[src/rtl/sort_job_ctrl.sv]
// Job sequencer around the quick-sort engine: loads a job into memory, runs the sorter, streams the result out.
// Optional macro SORT_CTRL_DESCEND_EN streams the sorted result out in descending order.
module sort_job_ctrl #(
  parameter int MM = 256,
  parameter int MN = 32,
  parameter int MW = 8
) (
  input  logic          clk,
  input  logic          reset,
  input  logic [MW:0]   job_num,
  input  logic          job_start,
  output logic          job_busy,
  output logic          job_done,
  input  logic          in_valid,
  output logic          in_ready,
  input  logic [MN-1:0] in_data,
  output logic          out_valid,
  input  logic          out_ready,
  output logic [MN-1:0] out_data,
  output logic          out_last,
  output logic [MW:0]   sort_num,
  output logic          sort_start,
  input  logic          sort_done,
  input  logic          sort_MemWr,
  input  logic [MW-1:0] sort_MemWrAddr,
  input  logic [MN-1:0] sort_MemWrData,
  input  logic          sort_MemRd,
  input  logic [MW-1:0] sort_MemRdAddr,
  output logic [MN-1:0] sort_MemRdData,
  output logic          MemWr,
  output logic [MW-1:0] MemWrAddr,
  output logic [MN-1:0] MemWrData,
  output logic          MemRd,
  output logic [MW-1:0] MemRdAddr,
  input  logic [MN-1:0] MemRdData
);

  typedef enum logic [2:0] {
    IDLE, LOAD, SORT_START, SORT_WAIT, RD, RD_WAIT, OUT, DONE
  } state_t;

  localparam logic [MW:0]   CNT_ZERO  = {(MW+1){1'b0}};
  localparam logic [MW:0]   CNT_ONE   = {{MW{1'b0}}, 1'b1};
  localparam logic [MW:0]   CNT_TWO   = {{(MW-1){1'b0}}, 2'b10};
  localparam logic [MW:0]   CNT_MAX   = (MW+1)'(MM);
  localparam logic [MN-1:0] DATA_ZERO = {MN{1'b0}};
  localparam logic [MW-1:0] ADDR_ZERO = {MW{1'b0}};

  state_t        state_r, state_s;
  logic [MW:0]   n_r, n_s;
  logic [MW:0]   ld_cnt_r, ld_cnt_s;
  logic [MW:0]   rd_cnt_r, rd_cnt_s;
  logic [MW:0]   sort_num_r, sort_num_s;
  logic [MN-1:0] out_data_r, out_data_s;
  logic [MW:0]   job_len_s, n_last_s, rd_first_s, rd_step_s;
  logic          rd_last_s;

  // Clamp the requested length and derive the read-out walk (start, step, end).
  always_comb begin
    job_len_s = (job_num > CNT_MAX) ? CNT_MAX : job_num;
    n_last_s  = n_r - CNT_ONE;
`ifdef SORT_CTRL_DESCEND_EN
    rd_first_s = n_last_s;
    rd_step_s  = rd_cnt_r - CNT_ONE;
    rd_last_s  = (rd_cnt_r == CNT_ZERO);
`else
    rd_first_s = CNT_ZERO;
    rd_step_s  = rd_cnt_r + CNT_ONE;
    rd_last_s  = (rd_cnt_r == n_last_s);
`endif
  end

  // Next-state and counter update logic.
  always_comb begin
    state_s    = state_r;
    n_s        = n_r;
    ld_cnt_s   = ld_cnt_r;
    rd_cnt_s   = rd_cnt_r;
    sort_num_s = sort_num_r;
    out_data_s = out_data_r;
    case (state_r)
      IDLE: begin
        if (job_start) begin
          n_s      = job_len_s;
          ld_cnt_s = CNT_ZERO;
          state_s  = (job_len_s == CNT_ZERO) ? DONE : LOAD;
        end else begin
          state_s = IDLE;
        end
      end
      LOAD: begin
        if (in_valid) begin
          ld_cnt_s = ld_cnt_r + CNT_ONE;
          if (ld_cnt_r == n_last_s) begin
            rd_cnt_s = rd_first_s;
            if (n_r >= CNT_TWO) begin
              sort_num_s = n_r;
              state_s    = SORT_START;
            end else begin
              state_s = RD;
            end
          end else begin
            state_s = LOAD;
          end
        end else begin
          state_s = LOAD;
        end
      end
      SORT_START: state_s = SORT_WAIT;
      SORT_WAIT: begin
        if (sort_done) begin
          rd_cnt_s = rd_first_s;
          state_s  = RD;
        end else begin
          state_s = SORT_WAIT;
        end
      end
      RD:      state_s = RD_WAIT;
      RD_WAIT: begin
        out_data_s = MemRdData;
        state_s    = OUT;
      end
      OUT: begin
        if (out_ready) begin
          if (rd_last_s) begin
            state_s = DONE;
          end else begin
            rd_cnt_s = rd_step_s;
            state_s  = RD;
          end
        end else begin
          state_s = OUT;
        end
      end
      DONE:    state_s = IDLE;
      default: state_s = IDLE;
    endcase
  end

  // State and datapath registers.
  always_ff @(posedge clk) begin
    if (reset) begin
      state_r    <= IDLE;
      n_r        <= CNT_ZERO;
      ld_cnt_r   <= CNT_ZERO;
      rd_cnt_r   <= CNT_ZERO;
      sort_num_r <= CNT_ZERO;
      out_data_r <= DATA_ZERO;
    end else begin
      state_r    <= state_s;
      n_r        <= n_s;
      ld_cnt_r   <= ld_cnt_s;
      rd_cnt_r   <= rd_cnt_s;
      sort_num_r <= sort_num_s;
      out_data_r <= out_data_s;
    end
  end

  // Handshake and status outputs decoded from the current state.
  always_comb begin
    job_busy       = (state_r != IDLE);
    job_done       = (state_r == DONE);
    in_ready       = (state_r == LOAD);
    out_valid      = (state_r == OUT);
    out_last       = (state_r == OUT) && rd_last_s;
    sort_start     = (state_r == SORT_START);
    sort_num       = sort_num_r;
    out_data       = out_data_r;
    sort_MemRdData = MemRdData;
  end

  // Memory port arbitration: the sorter owns the ports only while it runs.
  always_comb begin
    MemWr     = 1'b0;
    MemWrAddr = ADDR_ZERO;
    MemWrData = DATA_ZERO;
    MemRd     = 1'b0;
    MemRdAddr = ADDR_ZERO;
    case (state_r)
      SORT_START, SORT_WAIT: begin
        MemWr     = sort_MemWr;
        MemWrAddr = sort_MemWrAddr;
        MemWrData = sort_MemWrData;
        MemRd     = sort_MemRd;
        MemRdAddr = sort_MemRdAddr;
      end
      LOAD: begin
        MemWr     = in_valid;
        MemWrAddr = ld_cnt_r[MW-1:0];
        MemWrData = in_data;
      end
      RD: begin
        MemRd     = 1'b1;
        MemRdAddr = rd_cnt_r[MW-1:0];
      end
      default: begin
        MemWr = 1'b0;
        MemRd = 1'b0;
      end
    endcase
  end

endmodule

[config.mk]
export PLATFORM = sky130hd
export DESIGN_NAME = sort_job_ctrl
export DESIGN_NICKNAME = d
export VERILOG_FILES = /design/src/rtl/sort_job_ctrl.sv
export SDC_FILE = /design/constraint.sdc
export NUM_CORES = 1
export LEC_CHECK = 0
export BUFFER_PORTS_ARGS = -buffer_cell sky130_fd_sc_hd__buf_2
export CAP_MARGIN = 20
export CORE_MARGIN = 1.5
export CORE_UTILIZATION = 44
export DETAILED_ROUTE_END_ITERATION = 6
export GPL_TIMING_DRIVEN = 0
export PLACE_DENSITY_LB_ADDON = 0.3
export SLEW_MARGIN = 0
export SYNTH_ARGS = -nofsm -noshare
export SYNTH_HDL_FRONTEND = slang
export SYNTH_SLANG_ARGS = --single-unit
export TNS_END_PERCENT = 30
[constraint.sdc]
create_clock -name clk -period 4.1 [get_ports clk]
set_clock_uncertainty 0.15 [all_clocks]
set_input_delay 0.41 -clock clk [delete_from_list [all_inputs] [get_ports clk]]
set_output_delay 0.41 -clock clk [all_outputs]
set_load 0.005 [all_outputs]
-- After elaboration in Yosys (flattened, before gate mapping)
Index checks and enable logic that the tools add are counted.
W data, S select, Z words.
- output and inout port bits: 129
- register bits after elaboration: 71
- logic and storage cells: 61
- mux-type cells: 24
- $add $sub $neg: 3
- order comparisons: 2
- reduce and logical (&&, ||, !) cells: 11
- equal/unequal tests: 15
- operator list (cell ; count):
    $mux W9 ; 8
    $pmux W32 S2 ; 1
    $pmux W8 S2 ; 2
    $pmux W9 S3 ; 1
    $pmux W3 S8 ; 1
    $mux W3 ; 7
    $add A9 B1 Y9 const B ; 2
    $eq A9 B9 Y1 ; 2
    $pmux W9 S2 ; 1
    $eq A3 B3 Y1 const B ; 4
    $ge A9 B2 Y1 const B ; 1
    $gt A9 B9 Y1 const B ; 1
    $logic_not A9 Y1 ; 1
    $sub A9 B1 Y9 const B ; 1
    $ne A2 B2 Y1 const B ; 4
    $eq A3 B2 Y1 const B ; 2
    $reduce_and A6 Y1 ; 1
    $reduce_bool A3 Y1 ; 2
    $ne A2 B1 Y1 const B ; 2
    $pmux W1 S2 ; 2
    $reduce_and A4 Y1 ; 1
    $eq A3 B1 Y1 const B ; 1
    $logic_not A3 Y1 ; 1
    $reduce_and A3 Y1 ; 1
    5 further kinds ; 5

-- Logic depth before layout (Yosys ltp)
Gate-level depths: netlist of run 1.
- depth after elaboration: 6
- depth in mapped cells: 10
- gate-level depth less buffers: 9

-- Worst setup path after synthesis of run 1
Ideal clock, no wire load.
- kind: reg2reg
- start: register n_r[0]
- end: register rd_cnt_r[2]
- path buffers: 0
- stages on the path, launching flop included: 10
- required time: 3.820 ns
- arrival: 2.559 ns
- path slack: 1.261 ns
- period minus slack after synthesis: 2.839 ns
- cell sequence: dfxtp_1 > inv_1 > ha_1 > nor3b_4 > nand2_2 > a2111oi_2 > or4b_4 > o21a_4 > o41ai_2 > o22ai_1
- cells in the longest elaborated chain, start to end: 4
- ends and longest elaborated chain (item ; line ; source):
    from (decl) ; 50 ; logic [MW:0] n_r, n_s;
    from (signal assigned) ; 151 ; n_r <= n_s;
    $sub A9 B1 Y9 * ; 61 ; n_last_s = n_r - CNT_ONE;
    $eq A9 B9 Y1 (on tied branches) ; 69, 94 ;
    $ne A2 B2 Y1 (no line) or $ne A2 B1 Y1 (tied branches) ; - ;
    $reduce_and A6 Y1 (no line) * ; - ;
    to (signal assigned) ; 153 ; rd_cnt_r <= rd_cnt_s;
    to (decl) ; 52 ; logic [MW:0] rd_cnt_r, rd_cnt_s;
Mark *: on every way between the ends. The rest lies on a longest branch, timed or not.
A chain may end at the register's enable or synchronous reset.

-- Worst setup path in the final report of run 1
- start: register n_r[0]
- end: output out_last
- cells in the longest elaborated chain, start to end: 3
- ends and longest elaborated chain (item ; line ; source):
    $sub A9 B1 Y9 ; 61 ;
    $eq A9 B9 Y1 ; 69 ; rd_last_s = (rd_cnt_r == n_last_s);
    $logic_and A1 B1 Y1 ; 165 ; out_last = (state_r == OUT) && rd_last_s;
    to (decl) ; 20 ; output logic out_last,
No other way between the ends.

==> impl_metrics.csv, run 1 <==
group,metric,value,unit
global_routing,antenna_found_initial,0,
synth,synthesis.instances,505,
timing,drv_slew,0,
synth,synth_common_cells,"nand2_1 (90), dfxtp_1 (71), a22o_1 (54)",
layout,layout.nets,907,
timing,rsz0062_at_grt,"no",
routing,drc_errors,0,
layout,drive_above_1_share,41.3,%
critical_path,crit_fanout,6,
synth,post_synth_num_cell_types,52,
critical_path,end_kind,"output port",
floorplanning,die_h,100,microns
routing,vias,4684,
worst_hold_path,whs_endpoint,"n_r[6]",
worst_hold_path,hold_depth,2,
clock_network,clk_path_buf_depth,2,
synth,synth_edf_count,0,
placed_design,hpwlAfterDp,11.1,mm
critical_path,rr_worst_depth,9,
critical_path,cpMaxStageDelayCell,"dfxtp_1",
floorplanning,num_rows,35,
synth,ys_ff_latch,71,
power,p_leak,2.88,nW
clock_network,post_cts_resized,0,
global_routing,grtUsageTotal,26.5,%
routing,routed_via_density,5.26,
synth,avgSynthCellArea,8.22,sq um
clock_network,h-tree-depth,3,
critical_path,critical_path_required,3.54,ns
placed_design,gp_congestion,0.870,
global_routing,grt_max_degree,14,
critical_path,cp_cell_sequence,"inv_1, ha_1, xor2_1, o211ai_1, a2111oi_1, nand2_1, nor4_1, buf_2",
critical_path,timing.rr.end,"rd_cnt_r[2]",
global_routing,grt_pass1_wl,21.0,mm
critical_path,start_kind,"register",
critical_path,r2r-start,"n_r[0]",
clock_network,hold_buffers,0,
layout,antenna_cells,0,
floorplanning,start_util,45.2,%
layout,syn2layout_area_growth,40.0,%
synth,synth_ff_type,"dfxtp_1",
synth,syn_nets,638,
critical_path,arrival,2.83,ns
critical_path,crit_family,"simple AND/OR/NAND/NOR gates",
routing,drt_wl_total,13.8,mm
routing,ant_nets,0,
timing,period_minus_slack,3.39,ns
critical_path,reg2reg_slack,0.90,ns
routing,drtIter0Drc,173,
synth,yosysMostFrequentCell,"nand2_1",
timing,final_hold_viol_count,0,
flow_run,maxCapViolations,0,
power,p_per_area,281,nW/um^2
clock_network,clk_pin_slew_worst_paths,0.08,ns
clock_network,clock_latency,0.36,ns
floorplanning,dieArea,10000,sq um
synth,syn_area,4150,sq um
critical_path,max_stage_delay,0.50,ns
synth,synth.yosys.seq_area_share,34.2,%
placed_design,port-buffer-count,256,
clock_network,clock-sinks,71,
timing,worst_pin_slew,0.954,ns
synth,synth_top_area_cell,"dfxtp_1",
power,ir_worst_vdd,237,uV
critical_path,crit_type,"reg2out",
clock_network,root_buffer,"clkbuf_8",
timing,min_period_over_period,82.6,%
global_routing,grt_pass1_vias,4522,
timing,setup_viol,0,
clock_network,postCtsSetupBuffers,0,
layout,fin_util,63.2,%
routing,routedWlPerCell,15.5,microns
worst_hold_path,worstHoldStart,"job_num[6]",
global_routing,grt-ovfl-total,0,
timing,fmaxAchievable,295,MHz
outcome,status,"complete, no violations",
timing,tns,0,ns
routing,drt_pass1_iterations,4,
floorplanning,ios,258,
clock_network,cts_made_buffers,9,
floorplanning,core_area,9200,sq um
synth,yosysTopAreaCellShare,34.2,%
worst_hold_path,holdCritPathClass,"in2reg",
floorplanning,die_x,100,microns
synth,ys_warn_count,0,
synth,ys_async_sr_fraction,0,%
synth,synth.area.top_cells,"dfxtp_1 (34%), a22o_1 (11%), nand2_1 (8.1%)",
critical_path,critPathBufInv,2,
clock_network,cts_tree,"yes",
timing,slew_headroom,36.0,%
where the power goes:
part           internal, mW  switching, mW  leakage [nW]  total, mW
registers             0.694        0.00601         0.573      0.700
clock network         0.362          0.287         0.109      0.649
logic                 0.148          0.136          2.20      0.284
layer usage:
layer	wire, microns	track usage (%)
met3	1050	6.20
met2	7140	50.0
met1	5280	28.0
met5	0	0
met4	286	11.3
placed cells by master (no fill, tap or decap), drive strengths merged, types with 3 or more instances in the layout:
master | Yosys | layout
o311ai | 5 | 5
xor2 | 18 | 18
a2111oi | 3 | 3
nor2b | 5 | 5
nand3 | 12 | 12
nand2b | 4 | 4
nand3b | 3 | 3
clkbuf | 30 | 41
a21o | 6 | 6
a21oi | 43 | 43
mux2i | 12 | 12
o31ai | 5 | 5
nor4 | 5 | 5
buf | 38 | 295
a22o | 54 | 54
inv | 9 | 10
dfxtp | 71 | 71
o21ai | 3 | 3
nand2 | 91 | 91
ha | 4 | 4
nor2 | 27 | 27
xnor2 | 15 | 15
nor3b | 5 | 5
nor3 | 9 | 9
final cells by class:
type	instances	area, sq um
fill	834	3380
multi-input combinational	357	2300
sequential	71	1420
timing repair buffer	258	1290
buffer	68	394
tap	111	139
clock buffer	10	138
clock inverter	6	92.6
inverter	9	33.8
cells by family after synthesis:
group                      count (synthesis)  share of synthesized area [%]
xor gates and xnor gates                  35                           8.04
muxes                                     12                           2.89
adders and majority gates                  4                           1.21
DFF                                       71                           34.2
AOI/OAI and AO/OA                        132                           23.6
buffers and inverters                     77                           10.3
and+or+nand+nor                          174                           19.7
flip-flops by register name (all words and copies together) (netlist names):
signal    flops
ld_cnt_r      9
sort_num      9
n_r           9
out_data     32
state_r       3
rd_cnt_r      9
stage by stage:
| stage | instance area [sq um] | power, mW | hold slack (ns) | std cells | worst slack [ns] |
|---|---|---|---|---|---|
| 2_1_floorplan | 4150 | 0.868 | 0.303 | 505 | 1.26 |
| 3_3_place_gp | 5570 | 0.993 | 0.289 | 872 | 1.00 |
| 3_5_place_dp | 5570 | 0.997 | 0.293 | 872 | 0.911 |
| 4_1_cts | 5800 | 1.64 | 0.116 | 888 | 0.690 |
| 5_1_grt | 5820 | 1.69 | 0.117 | 890 | 0.543 |
| 6_report | 5820 | 1.63 | 0.129 | 890 | 0.714 |
worst max-delay path by stage:
stage | start | end | slack (ns) | depth (start not counted)
finish | n_r[0] | out_last | 0.71 | 8
global route | n_r[0] | out_last | 0.54 | 8
CTS | n_r[0] | out_last | 0.69 | 8
detailed placement | n_r[0] | rd_cnt_r[3] | 0.91 | 9
global placement | n_r[0] | sort_num[4] | 1.00 | 10
floorplan | n_r[0] | rd_cnt_r[2] | 1.26 | 9
(Power assumes the default switching activity.)
==> inputs of run 2 (changes only) <==
--- a/config.mk
+++ b/config.mk
@@ -5,8 +5,10 @@
 export SDC_FILE = /design/constraint.sdc
 export NUM_CORES = 1
 export LEC_CHECK = 0
+export ABC_AREA = 1
 export BUFFER_PORTS_ARGS = -buffer_cell sky130_fd_sc_hd__buf_2
 export CAP_MARGIN = 20
+export CORE_ASPECT_RATIO = 1.25
 export CORE_MARGIN = 1.5
 export CORE_UTILIZATION = 44
 export DETAILED_ROUTE_END_ITERATION = 6
==> constraint.sdc (replaced) <==
create_clock -name clk -period 3.39 [get_ports clk]
set_clock_uncertainty 0.15 [all_clocks]
set_input_delay 0.339 -clock clk [delete_from_list [all_inputs] [get_ports clk]]
set_output_delay 0.339 -clock clk [all_outputs]
set_load 0.005 [all_outputs]
==> run 2 against run 1 <==
- combinational power increased by 39%
- highest routed layer unchanged
- critical path depth decreased by 2
- worst hold slack got worse by 0.038 ns
- sequential power increased by 22%
- flip-flop and latch count unchanged
==> impl_metrics.csv, run 2 <==
group,metric,value,unit
layout,fin_cells,1046,
synth,syn_nets,774,
critical_path,reg2reg_slack,0.88,ns
critical_path,critical_path_required,2.90,ns
critical_path,timing.rr.end,"state_r[2]",
routing,ant_nets,0,
routing,vias,5377,
routing,drtIter0Drc,344,
global_routing,grt_max_degree,14,
timing,final_hold_viol_count,0,
clock_network,post_cts_resized,0,
timing,holdWs,0.0907,ns
clock_network,clk_path_buf_depth,2,
synth,synth_top_area_cell,"dfxtp_1",
clock_network,clock-sinks,71,
synth,yosysMostFrequentCell,"nand2_1",
power,p_leak,3.17,nW
worst_hold_path,holdCritPathClass,"in2reg",
placed_design,place_area,5810,sq um
synth,ys_warn_count,0,
synth,ys_async_sr_fraction,0,%
floorplanning,dieArea,10500,sq um
worst_hold_path,hold_depth,3,
clock_network,cts_tree,"yes",
timing,fmaxAchievable,362,MHz
critical_path,rr_worst_depth,14,
floorplanning,start_util,45.2,%
clock_network,postCtsSetupBuffers,0,
timing,slew_headroom,50.5,%
outcome,status,"complete, no violations",
timing,period_minus_slack,2.76,ns
floorplanning,core_area,9660,sq um
global_routing,grt_pass1_wl,24.4,mm
floorplanning,num_rows,40,
synth,synth.yosys.seq_area_share,32.5,%
timing,tns,0,ns
synth,post_synth_num_cell_types,37,
layout,largest_reg_flops,32,
floorplanning,die_h,114,microns
critical_path,crit_fanout,10,
layout,drive_above_1_share,39.1,%
critical_path,crit_type,"reg2out",
timing,min_period_over_period,81.6,%
global_routing,grt_pass1_vias,5073,
critical_path,start_kind,"register",
layout,final_area,6160,sq um
clock_network,clk_pin_slew_worst_paths,0.06,ns
layout,syn2layout_area_growth,40.9,%
layout,most-common-layout-cells,"buf_2 (258), nand2_1 (116), nor2_1 (107)",
clock_network,root_buffer,"clkbuf_16",
global_routing,grtUsageTotal,30.3,%
floorplanning,die_x,92.1,microns
clock_network,cts_made_buffers,9,
placed_design,port-buffer-count,257,
worst_hold_path,whs_endpoint,"out_data[10]",
layout,multi_input_area,2380,sq um
timing,drv_slew,0,
worst_hold_path,worstHoldStart,"MemRdData[10]",
routing,drc_errors,0,
synth,syn_area,4370,sq um
clock_network,h-tree-depth,3,
layout,fin_util,63.8,%
synth,yosysTopAreaCellShare,32.5,%
critical_path,end_kind,"output port",
timing,setup_viol,0,
layout,nFillCells,955,
synth,synth_edf_count,0,
placed_design,placedCellCount,1024,
timing,worst_pin_slew,0.743,ns
critical_path,r2r-start,"n_r[0]",
synth,synth_ff_type,"dfxtp_1",
floorplanning,ios,258,
clock_network,hold_buffers,0,
placed_design,gp_congestion,0.944,
flow_run,maxCapViolations,0,
routing,routed_via_density,5.14,
synth,synth.area.top_cells,"dfxtp_1 (33%), nand2_1 (10%), nor2_1 (9.2%)",
layout,layout_commonest_cell,"buf_2",
global_routing,antenna_found_initial,6,
synth,ys_ff_latch,71,
critical_path,arrival,2.28,ns
power,ir_worst_vdd,313,uV
global_routing,grt-ovfl-total,0,
synth,synth_common_cells,"nand2_1 (116), nor2_1 (107), dfxtp_1 (71)",
layout,seqCellArea,1420,sq um
placed_design,hpwlAfterDp,13.4,mm
clock_network,clock_latency,0.34,ns
timing,rsz0062_at_grt,"no",
routing,drt_wl_total,16.3,mm
synth,synthesis.instances,641,
routing,routedWlPerCell,15.6,microns
routing,drt_pass1_iterations,7,
layout,layout.nets,1042,
power,p_per_area,373,nW/um^2
synth,avgSynthCellArea,6.82,sq um
-- run 2: changes by cell type in the layout (fill, tap and decap cells not counted), sizes merged, moves of 15 or more --
| cell | delta |
|---|---|
| nand4 | +16 |
| nand3 | +37 |
| a21oi | -19 |
| o21ai | +52 |
| xnor2 | -15 |
| inv | +48 |
| nand2 | +32 |
| a22o | -22 |
| nor2 | +88 |
-- run 2: area by class of cell --
type                       count  area share, %
multi-input combinational    456           38.7
sequential                    71           23.1
timing repair buffer         257           20.9
buffer                        57           5.69
clock buffer                  10           3.88
inverter                      57           3.51
tap                          126           2.56
clock inverter                 6           1.48
antenna                        6          0.244
-- run 2: cells by family after synthesis --
logic type / after synthesis / share of synthesized area [%]
AND/OR/NAND/NOR: 320 / 33.6
AO/OA/AOI/OAI: 127 / 18.8
buffers and inverters: 114 / 13.0
flip-flops: 71 / 32.5
XOR/XNOR: 5 / 1.00
adder cells (fa/ha/maj): 4 / 1.15
-- run 2: worst max-delay path: stages, from the launching register on --
cell      delay, ns
dfxtp_1        0.30
buf_4          0.15
nor2_1         0.40
clkbuf_1       0.55
nand2_1        0.09
o21ai_0        0.23
buf_2          0.21
-- run 2: through the flow --
| step | power, mW | worst slack (ns) |
|---|---|---|
| 3_3_place_gp | 1.26 | 0.974 |
| 6_report | 2.30 | 0.625 |
| 4_1_cts | 2.30 | 0.681 |
| 3_5_place_dp | 1.26 | 0.980 |
| 2_1_floorplan | 1.09 | 1.33 |
| 5_1_grt | 2.38 | 0.514 |
-- run 2: routing by layer --
metal	wire length (microns)	track usage (%)	share of wire (%)	vias to the layer above
met4	598	16.1	3.7	0
met2	8400	55.5	52	285
met3	1360	7.04	8.3	36
met1	5940	32.1	36	2400
met5	0	0	0	-
li1	-	-	-	2656
-- run 2: worst max path at each step --
stage / depth (start not counted) / startpoint / slack [ns] / end
after floorplan: 15 / n_r[0] / 1.33 / rd_cnt_r[1]
after global placement: 14 / n_r[0] / 0.97 / state_r[2]
after detailed placement: 14 / n_r[0] / 0.98 / state_r[2]
after CTS: 6 / state_r[2] / 0.68 / MemRdAddr[3]
after global routing: 12 / n_r[0] / 0.51 / out_last
final: 6 / state_r[2] / 0.63 / MemRdAddr[1]
-- run 2: where the power goes --
part           internal [mW]  total [mW]  switching, mW
registers              0.843       0.855         0.0125
clock network          0.669        1.05          0.378
logic                  0.177       0.395          0.219
==> inputs of run 3 (changes only) <==
--- a/config.mk
+++ b/config.mk
@@ -5,12 +5,12 @@
 export SDC_FILE = /design/constraint.sdc
 export NUM_CORES = 1
 export LEC_CHECK = 0
-export ABC_AREA = 1
+export ABC_AREA = 0
 export BUFFER_PORTS_ARGS = -buffer_cell sky130_fd_sc_hd__buf_2
 export CAP_MARGIN = 20
 export CORE_ASPECT_RATIO = 1.25
 export CORE_MARGIN = 1.5
-export CORE_UTILIZATION = 44
+export CORE_UTILIZATION = 39
 export DETAILED_ROUTE_END_ITERATION = 6
 export GPL_TIMING_DRIVEN = 0
 export PLACE_DENSITY_LB_ADDON = 0.3
==> constraint.sdc (replaced) <==
create_clock -name clk -period 2.3 [get_ports clk]
set_clock_uncertainty 0.15 [all_clocks]
set_input_delay 0.23 -clock clk [delete_from_list [all_inputs] [get_ports clk]]
set_output_delay 0.23 -clock clk [all_outputs]
set_load 0.005 [all_outputs]
==> run 3 against run 2 <==
- the flow now finishes with violations (setup timing)
- worst hold slack worse by 0.085 ns
- clock-buffer cell count stayed put
- worst setup slack lost 1.1 ns
- largest power group unchanged
- non-clock buffer count grew 59
- core utilization is 1.3 points higher
- critical endpoint is now rd_cnt_r[5]
- first-iteration DRC count is 24% lower
- clock power up 32%
==> impl_metrics.csv, run 3 (synthesis results as in run 1) <==
group,metric,value,unit
outcome,status,"finished with violations",
outcome,violations,"setup timing",
floorplanning,dieArea,11300,sq um
global_routing,grtUsageTotal,28.1,%
routing,drtIter0Drc,261,
layout,largest_reg_flops,32,
routing,vias,5042,
timing,worst_pin_slew,0.970,ns
placed_design,hpwlAfterDp,11.7,mm
timing,slew_headroom,35.3,%
placed_design,port-buffer-count,256,
critical_path,cp.depth,9,
routing,drt_wl_total,16.4,mm
timing,drv_slew,0,
placed_design,placedCellCount,891,
floorplanning,ios,258,
layout,syn2layout_area_growth,60.0,%
floorplanning,die_x,95.3,microns
power,ir_worst_vdd,417,uV
worst_hold_path,hold_depth,3,
layout,layout.nets,954,
clock_network,cts_made_buffers,9,
clock_network,clk_pin_slew_worst_paths,0.06,ns
timing,fin_ws,-0.483,ns
routing,routed_via_density,5.27,
power,total_power,3.31,mW
clock_network,clk_path_buf_depth,2,
clock_network,root_buffer,"clkbuf_16",
clock_network,cts_tree,"yes",
critical_path,critPathBufInv,1,
floorplanning,start_util,40.7,%
global_routing,grt_pass1_vias,4986,
flow_run,maxCapViolations,0,
placed_design,gp_congestion,0.883,
critical_path,critical_path_required,2.35,ns
layout,drive_above_1_share,46.4,%
critical_path,crit_type,"reg2reg",
timing,holdWs,0.00576,ns
clock_network,clock_latency,0.33,ns
layout,most-common-layout-cells,"buf_2 (260), nand2_1 (90), dfxtp_1 (67)",
power,p_leak,3.24,nW
critical_path,crit_fanout,8,
critical_path,end_kind,"register",
power,p_per_area,498,nW/um^2
critical_path,cpMaxStageDelayCell,"or4b_4",
timing,period_minus_slack,2.78,ns
critical_path,start_kind,"register",
global_routing,grt_pass1_wl,24.4,mm
timing,fmaxAchievable,359,MHz
clock_network,clock-sinks,71,
floorplanning,num_rows,41,
routing,drt_pass1_iterations,6,
clock_network,h-tree-depth,3,
timing,min_period_over_period,121,%
routing,drc_errors,0,
layout,seqCellArea,1430,sq um
worst_hold_path,holdCritPathClass,"in2reg",
critical_path,arrival,2.83,ns
global_routing,grt-ovfl-total,0,
layout,fin_cells,957,
timing,rsz0062_at_grt,"yes",
layout,nFillCells,865,
routing,routedWlPerCell,17.1,microns
floorplanning,core_area,10200,sq um
routing,ant_nets,0,
layout,layout_commonest_cell,"buf_2",
critical_path,max_stage_delay,0.54,ns
critical_path,rr_worst_depth,9,
timing,final_hold_viol_count,0,
timing,setup_viol,22,
layout,multi_input_area,2540,sq um
global_routing,antenna_found_initial,2,
global_routing,grt_max_degree,13,
critical_path,crit_family,"compound AO/OA/AOI/OAI gates",
floorplanning,die_h,118,microns
critical_path,cp_cell_sequence,"inv_4, ha_4, xor2_1, nand2_1, a2111oi_4, or4b_4, o21a_4, o311ai_2, o31ai_1",
[run 3: cell types whose count changed in the layout (fill, tap and decap cells not counted), moves of 28 or more]
| cell | before | now |
|---|---|---|
| nor2_1 | 107 | 25 |
| inv_1 | 44 | 7 |
| dlygate4sd3_1 | 0 | 28 |
| o21ai_0 | 51 | 3 |
[run 3: path summary, 6_finish.rpt]
check	startpoint	end	slack, ns
worst min-delay path	MemRdData[9]	out_data[9]	0.006
worst max-delay path	n_r[0]	rd_cnt_r[5]	-0.48
worst max register to register	n_r[0]	rd_cnt_r[5]	-0.48
worst min register to register	out_data[15]	out_data[15]	0.30
[run 3: where the power goes]
group          leakage, nW  internal (mW)  switching (mW)
sequential           0.575           1.24          0.0108
combinational         2.52          0.352           0.316
clock                0.144          0.862           0.528
[run 3: what timing repair did]
item                                    4_1_cts  5_1_grt
resized for setup                            38       36
gates cloned                                  1        0
pin swaps                                     9        7
buffers inserted                             14        6
endpoints found under the setup margin       87       85
hold buffers                                 28        0
hold endpoints to repair                     28        0
[run 3: layout make-up]
| cell class | instances | share of cell area [%] |
|---|---|---|
| multi-input cells | 357 | 38.2 |
| repair buffers | 306 | 26.2 |
| flip-flops and latches | 71 | 21.5 |
| plain buffers | 67 | 6.49 |
| clock buffers | 10 | 3.60 |
| well taps | 129 | 2.43 |
| clock inverters | 6 | 0.904 |
| inverters | 9 | 0.584 |
| diodes | 2 | 0.0753 |
[run 3: per-layer routing]
| metal | track usage [%] | up-vias | wire length, microns |
|---|---|---|---|
| li1 | - | 2386 | - |
| met1 | 28.0 | 2359 | 5820 |
| met2 | 51.3 | 266 | 8550 |
| met3 | 7.66 | 31 | 1470 |
| met4 | 14.6 | 0 | 515 |
| met5 | 0 | - | 0 |
[run 3: worst reg2reg max path, stage by stage (launching register included)]
cell and delay, ns:
dfxtp_4 0.38, inv_4 0.04, ha_4 0.27, xor2_1 0.16, nand2_1 0.12, a2111oi_4 0.32, or4b_4 0.54, o21a_4 0.29
o311ai_2 0.25, o31ai_1 0.13
[run 3: stage by stage]
| stage | utilization [%] | setup slack, ns | TNS (ns) | area [sq um] |
|---|---|---|---|---|
| after floorplan | - | -0.323 | -5.36 | 4190 |
| after CTS | 63.7 | -0.358 | -7.37 | 6500 |
| after global routing | 65.1 | -0.553 | -11.23 | 6650 |
| after global placement | 55.2 | -0.509 | -13.77 | 5640 |
| final | 65.1 | -0.483 | -9.16 | 6650 |
| after detailed placement | 55.3 | -0.575 | -14.97 | 5640 |
